--- src/rtl/ram_block_mover.sv ---
// ram_block_mover: command-driven master for a 256x32 dual-port RAM.
// Executes block copy (read port 1, write port 2, one word per beat) and
// block fill (pattern on both ports, two words per beat). Addresses wrap mod 256.
//
// Ports:
//   clk, rst_n                 clock, asynchronous active-low reset
//   cmd_valid / cmd_ready      command handshake (ready only in idle)
//   cmd_mode                   0 = copy, 1 = fill
//   cmd_src, cmd_dst, cmd_len  source base, destination base, word count (0 = no-op)
//   cmd_pat                    fill pattern
//   abort                      drop the active command without a done pulse
//   busy, done                 command in progress / one-cycle completion pulse
//   en1/addr1/din1, en2/addr2/din2   RAM port write enable, address, write data
//   dout1, dout2               RAM read data, combinational from addr1/addr2
//
// Build option: define RAM_MOVER_WR_HOLD_EN to hold every beat for two cycles.
module ram_block_mover (
  input  logic        clk,
  input  logic        rst_n,
  input  logic        cmd_valid,
  output logic        cmd_ready,
  input  logic        cmd_mode,
  input  logic [7:0]  cmd_src,
  input  logic [7:0]  cmd_dst,
  input  logic [7:0]  cmd_len,
  input  logic [31:0] cmd_pat,
  input  logic        abort,
  output logic        busy,
  output logic        done,
  output logic        en1,
  output logic        en2,
  output logic [7:0]  addr1,
  output logic [7:0]  addr2,
  output logic [31:0] din1,
  output logic [31:0] din2,
  input  logic [31:0] dout1,
  input  logic [31:0] dout2
);

`ifdef RAM_MOVER_WR_HOLD_EN
  localparam logic HoldEn = 1'b1;
`else
  localparam logic HoldEn = 1'b0;
`endif

  localparam logic [1:0] StIdle = 2'd0;
  localparam logic [1:0] StCopy = 2'd1;
  localparam logic [1:0] StFill = 2'd2;
  localparam logic [1:0] StDone = 2'd3;

  logic [1:0]  state_q, state_d;
  logic        mode_q, mode_d;
  logic [7:0]  src_q, src_d, dst_q, dst_d, len_q, len_d, beat_q, beat_d;
  logic [31:0] pat_q, pat_d;
  logic        phase_q, phase_d;
  logic        en1_q, en1_d, en2_q, en2_d, busy_q, busy_d, done_q, done_d;
  logic [7:0]  addr1_q, addr1_d, addr2_q, addr2_d;
  logic [31:0] din1_q, din1_d, din2_q, din2_d;

  logic [8:0]  fill_beats;
  logic [7:0]  nbeats, next_beat, fill_off;
  logic        fill_en2_next, advance, copy_live;

  // Port 2 read data is not needed by either command.
  logic unused_dout2;
  assign unused_dout2 = ^dout2;

  assign fill_beats    = ({1'b0, len_q} + 9'd1) >> 1;
  assign nbeats        = mode_q ? fill_beats[7:0] : len_q;
  assign next_beat     = beat_q + 8'd1;
  assign fill_off      = {next_beat[6:0], 1'b0};
  assign fill_en2_next = ({1'b0, fill_off} + 9'd1) < {1'b0, len_q};
  // In hold mode a beat advances only after its second cycle.
  assign advance       = !HoldEn || phase_q;

  always_comb begin
    state_d = state_q;
    mode_d  = mode_q;
    src_d   = src_q;
    dst_d   = dst_q;
    len_d   = len_q;
    pat_d   = pat_q;
    beat_d  = beat_q;
    phase_d = phase_q;
    en1_d   = en1_q;
    en2_d   = en2_q;
    addr1_d = addr1_q;
    addr2_d = addr2_q;
    din1_d  = din1_q;
    din2_d  = din2_q;
    busy_d  = 1'b0;
    done_d  = 1'b0;
    unique case (state_q)
      StIdle: begin
        en1_d = 1'b0;
        en2_d = 1'b0;
        if (cmd_valid) begin
          mode_d  = cmd_mode;
          src_d   = cmd_src;
          dst_d   = cmd_dst;
          len_d   = cmd_len;
          pat_d   = cmd_pat;
          beat_d  = 8'd0;
          phase_d = 1'b0;
          if (cmd_len == 8'd0) begin
            state_d = StDone;
            done_d  = 1'b1;
          end else if (!cmd_mode) begin
            state_d = StCopy;
            busy_d  = 1'b1;
            addr1_d = cmd_src;
            en2_d   = 1'b1;
            addr2_d = cmd_dst;
          end else begin
            state_d = StFill;
            busy_d  = 1'b1;
            en1_d   = 1'b1;
            addr1_d = cmd_dst;
            din1_d  = cmd_pat;
            if (cmd_len > 8'd1) begin
              en2_d   = 1'b1;
              addr2_d = cmd_dst + 8'd1;
              din2_d  = cmd_pat;
            end
          end
        end
      end
      StCopy, StFill: begin
        // Copy write data is the live read; keep a copy so din2 holds afterwards.
        if (copy_live) din2_d = dout1;
        if (abort) begin
          state_d = StIdle;
          en1_d   = 1'b0;
          en2_d   = 1'b0;
          phase_d = 1'b0;
        end else if (!advance) begin
          phase_d = 1'b1;
          busy_d  = 1'b1;
        end else if (beat_q == nbeats - 8'd1) begin
          state_d = StDone;
          done_d  = 1'b1;
          en1_d   = 1'b0;
          en2_d   = 1'b0;
          phase_d = 1'b0;
        end else begin
          beat_d  = next_beat;
          phase_d = 1'b0;
          busy_d  = 1'b1;
          if (state_q == StCopy) begin
            addr1_d = src_q + next_beat;
            addr2_d = dst_q + next_beat;
          end else begin
            addr1_d = dst_q + fill_off;
            din1_d  = pat_q;
            en2_d   = fill_en2_next;
            if (fill_en2_next) begin
              addr2_d = dst_q + fill_off + 8'd1;
              din2_d  = pat_q;
            end
          end
        end
      end
      default: state_d = StIdle;
    endcase
  end

  always_ff @(posedge clk or negedge rst_n) begin
    if (!rst_n) begin
      state_q <= StIdle;
      mode_q  <= 1'b0;
      src_q   <= 8'd0;
      dst_q   <= 8'd0;
      len_q   <= 8'd0;
      pat_q   <= 32'd0;
      beat_q  <= 8'd0;
      phase_q <= 1'b0;
      en1_q   <= 1'b0;
      en2_q   <= 1'b0;
      addr1_q <= 8'd0;
      addr2_q <= 8'd0;
      din1_q  <= 32'd0;
      din2_q  <= 32'd0;
      busy_q  <= 1'b0;
      done_q  <= 1'b0;
    end else begin
      state_q <= state_d;
      mode_q  <= mode_d;
      src_q   <= src_d;
      dst_q   <= dst_d;
      len_q   <= len_d;
      pat_q   <= pat_d;
      beat_q  <= beat_d;
      phase_q <= phase_d;
      en1_q   <= en1_d;
      en2_q   <= en2_d;
      addr1_q <= addr1_d;
      addr2_q <= addr2_d;
      din1_q  <= din1_d;
      din2_q  <= din2_d;
      busy_q  <= busy_d;
      done_q  <= done_d;
    end
  end

  // Copy forwards dout1 within the beat so a read sees the previous beat's write;
  // in hold mode the second cycle uses the value captured in the first.
  assign copy_live = (state_q == StCopy) && !phase_q;

  assign cmd_ready = (state_q == StIdle);
  assign busy      = busy_q;
  assign done      = done_q;
  assign en1       = en1_q;
  assign en2       = en2_q;
  assign addr1     = addr1_q;
  assign addr2     = addr2_q;
  assign din1      = din1_q;
  assign din2      = copy_live ? dout1 : din2_q;

endmodule

--- config.mk ---
export PLATFORM = sky130hd
export DESIGN_NAME = ram_block_mover
export DESIGN_NICKNAME = d
export VERILOG_FILES = /design/src/rtl/ram_block_mover.sv
export SDC_FILE = /design/constraint.sdc
export NUM_CORES = 1
export LEC_CHECK = 0
export BUFFER_PORTS_ARGS = -buffer_cell sky130_fd_sc_hd__buf_2
export CAP_MARGIN = 0
export CORE_MARGIN = 2
export CORE_UTILIZATION = 55
export DETAILED_ROUTE_END_ITERATION = 7
export PLACE_DENSITY = 0.88
export SLEW_MARGIN = 20
export SYNTH_ARGS = -nofsm -noshare
export SYNTH_HDL_FRONTEND = slang
export SYNTH_SLANG_ARGS = --single-unit
--- constraint.sdc ---
create_clock -name clk -period 3.46 [get_ports clk]
set_input_delay 0.346 -clock clk [delete_from_list [all_inputs] [get_ports clk]]
set_output_delay 0.346 -clock clk [all_outputs]
set_load 0.05 [all_outputs]
==> impl_metrics.toml <==
[setup_path]
critPathLaunch = "len_q[3]"
timing.rr.start = "len_q[3]"
worst_path_largest_cell_delay_ns = 0.57
worstPathArrival_ns = 3.66
critPathMostFrequentCell = "buf_4"
critPathLaunchType = "register"
path_cells = "buf_4 -> and4b_1 -> a311oi_1 -> nand3_1 -> inv_1 -> a2111oi_1 -> or4_4 -> buf_4 -> a211oi_4 -> buf_6 -> clkbuf_16 -> mux2i_1 -> o21ai_1"
critPathKind = "reg2reg"
slowest_stage = "or4_4"
worstPathMaxFanout = 10
end_kind = "register"
crit_required_ns = 3.76

[yosys]
synth.avg_cell_area_um2 = 9.96
yosysMostFrequentCell = "dfrtp_1"
synth_cell_types = 60
syn-num-nets = 1108
yosys_register_bits = 151
synth.area.top_cells = "dfrtp_1 40%, mux2_2 11%, a21oi_1 5.2%, mux2i_1 5.0%, o22ai_1 4.6%"
synth-async-reset-ratio_pct = 100
yosys.area.top_type = "dfrtp_1"
ys_warn_count = 0
synth_edf_count = 0
yosysTopAreaCellShare_pct = 40.1
netlist_area_um2 = 9420
ys_top_cells_by_count = "151 x dfrtp_1, 97 x a21oi_1, 95 x mux2_2"
yosysSeqAreaShare_pct = 40.1
syn-instance-count = 946
synth_flop_cell = "dfrtp_1"

[cells_and_area]
syn2layout_area_growth_pct = 21.1
final_area_um2 = 11400
drive_gt1_share_pct = 33.4
instances_no_fill = 1357
fin_nets = 1286
antenna_cells = 0

[grt]
antenna_found_initial = 0
gr-total-overflow = 0
grt_first_pass_wirelength_um = 43400
grt_usage_pct = 30.1
grt_max_degree = 92
grt_pass1_vias = 8461

[sta]
max-slew-margin-rel_pct = 40.5
finClkSkew_ns = 0.00734
hold_viol = 0
fin_crit_ns = 3.36
timing.final.crit_share_pct = 97.2
drv_slew = 0
max_freq_ghz = 0.297
setup_slack_ns = 0.0967
setup_viol = 0
fin_hold_ws_ns = 0.0226
tightest_slew_ns = 0.893

[clock_tree]
clk_latency_ns = 0.43
cts_sinks = 151
cts.htree.levels = 4
clk_pin_slew_worst_paths_ns = 0.06
cts_made_buffers = 17
cts_buffer_depth = 2
cts_tree = "yes"
cts_root_buffer = "clkbuf_16"

[floorplan]
design.die.area_um2 = 18200
dieWidth_um = 135
rows = 47
coreArea_um2 = 16600
initial_utilization_pct = 56.6
ios = 210
die_h_um = 135

[routing]
drcViolationCount = 0
drt_first_iter_violations = 842
drtPass1Iterations = 5
ant_nets = 0
routedWlPerCell_um = 20.7
via_per_inst = 6.35
vias = 8618
routed_wl_um = 28100

[run]
max_cap_viol_count = 0

[min_path]
hp-class = "in2async"

[placed_design]
io_buffers = 177
place_inst = 1317
routabilityCongestion = 0.894
preCtsSetupSlack_ns = -0.0465
dpl_cell_area_um2 = 10700
dpl.hpwl_um = 18300

[status]
status = "complete, no violations"
==> placed cells by master (no fill, tap or decap), types with 5 or more instances in the layout <==
cell,Yosys,final
nand4_1,7,7
nand2_1,39,38
ha_1,34,30
a21o_1,11,11
dfrtp_1,151,148
a31o_2,5,5
buf_4,3,42
a31oi_1,5,5
o21ai_1,30,30
a311oi_1,5,5
a21oi_1,97,96
nor3_1,8,8
o21bai_1,6,6
xnor2_1,26,25
o22ai_1,69,69
clkbuf_16,0,19
mux2i_1,47,47
o221ai_1,5,5
nand3_1,17,17
nor2_1,48,48
inv_1,21,21
o21ai_0,24,23
xor2_1,23,23
a221o_1,7,7
buf_2,7,176
mux2_2,95,95
nor3b_1,34,34
and2_1,5,5
nor2b_1,6,5
==> cell families after synthesis <==
group,share of synthesized area [%]
buffers and inverters,4.16
adder cells (fa/ha/maj),5.15
AND/OR/NAND/NOR,10.4
multiplexers,16.7
XOR/XNOR,4.56
AO/OA/AOI/OAI,18.9
flip-flops,40.1
==> path summary, 6_finish.rpt <==
path	endpoint	slack, ns	cells after the start
min in group clk	src_q[7]	0.17	2
hold reg to reg	addr2[6]	0.49	1
hold / removal	len_q[2]	0.02	1
max in group asynchronous	din1[9]	2.61	2
setup / recovery	din2_q[2]	0.1	13
setup reg to reg	din2_q[2]	0.1	13
==> flip-flops by register name (all words and copies together), names as in the netlist, 2 cells and up <==
signal   flops
state_q      2
addr2        8
len_q        8
din2_q      32
pat_q       32
dst_q        8
src_q        8
din1        32
addr1        8
beat_q       8
==> repair_timing <==
| item | 4_1_cts | 5_1_grt |
|---|---|---|
| pin swaps | 0 | 5 |
| setup buffers | 0 | 5 |
| setup endpoints to repair | 3 | 83 |
| gates resized for setup | 1 | 14 |
| hold buffers | 0 | 0 |
| gates cloned | 0 | 3 |
==> layer usage <==
metal / GRT usage, % / wire length [um] / vias up
li1: - / - / 3857
met1: 38.4 / 11200 / 4246
met2: 49.9 / 13700 / 436
met3: 6.34 / 2240 / 79
met4: 12.1 / 925 / 0
met5: 0 / 0 / -
==> through the flow <==
step	util (%)	setup TNS [ns]
floorplan	-	0
global placement	64.3	0
detailed placement	64.3	-0.128
CTS	67.7	0
global route	68.6	-0.961
finish	68.6	0
==> final cells by class <==
| type | count | area [um^2] |
|---|---|---|
| fillers | 1208 | 5230 |
| clock inverters | 10 | 95.1 |
| well taps | 220 | 275 |
| clock buffers | 22 | 474 |
| inverters | 23 | 86.3 |
| multi-input cells | 704 | 5340 |
| repair buffers | 227 | 1360 |
| flip-flops and latches | 151 | 3780 |
==> critical path: cells and delay by family, from the launching register on <==
family                 cells  cell delay [ns]
buffers and inverters      5             0.81
muxes                      1             0.21
and+or+nand+nor            3             0.97
AOI/OAI and AO/OA          4             0.78
DFF                        1             0.45
Power is not shown: default switching activity piles up to over one toggle a cycle in this logic, so the estimate is an artifact.
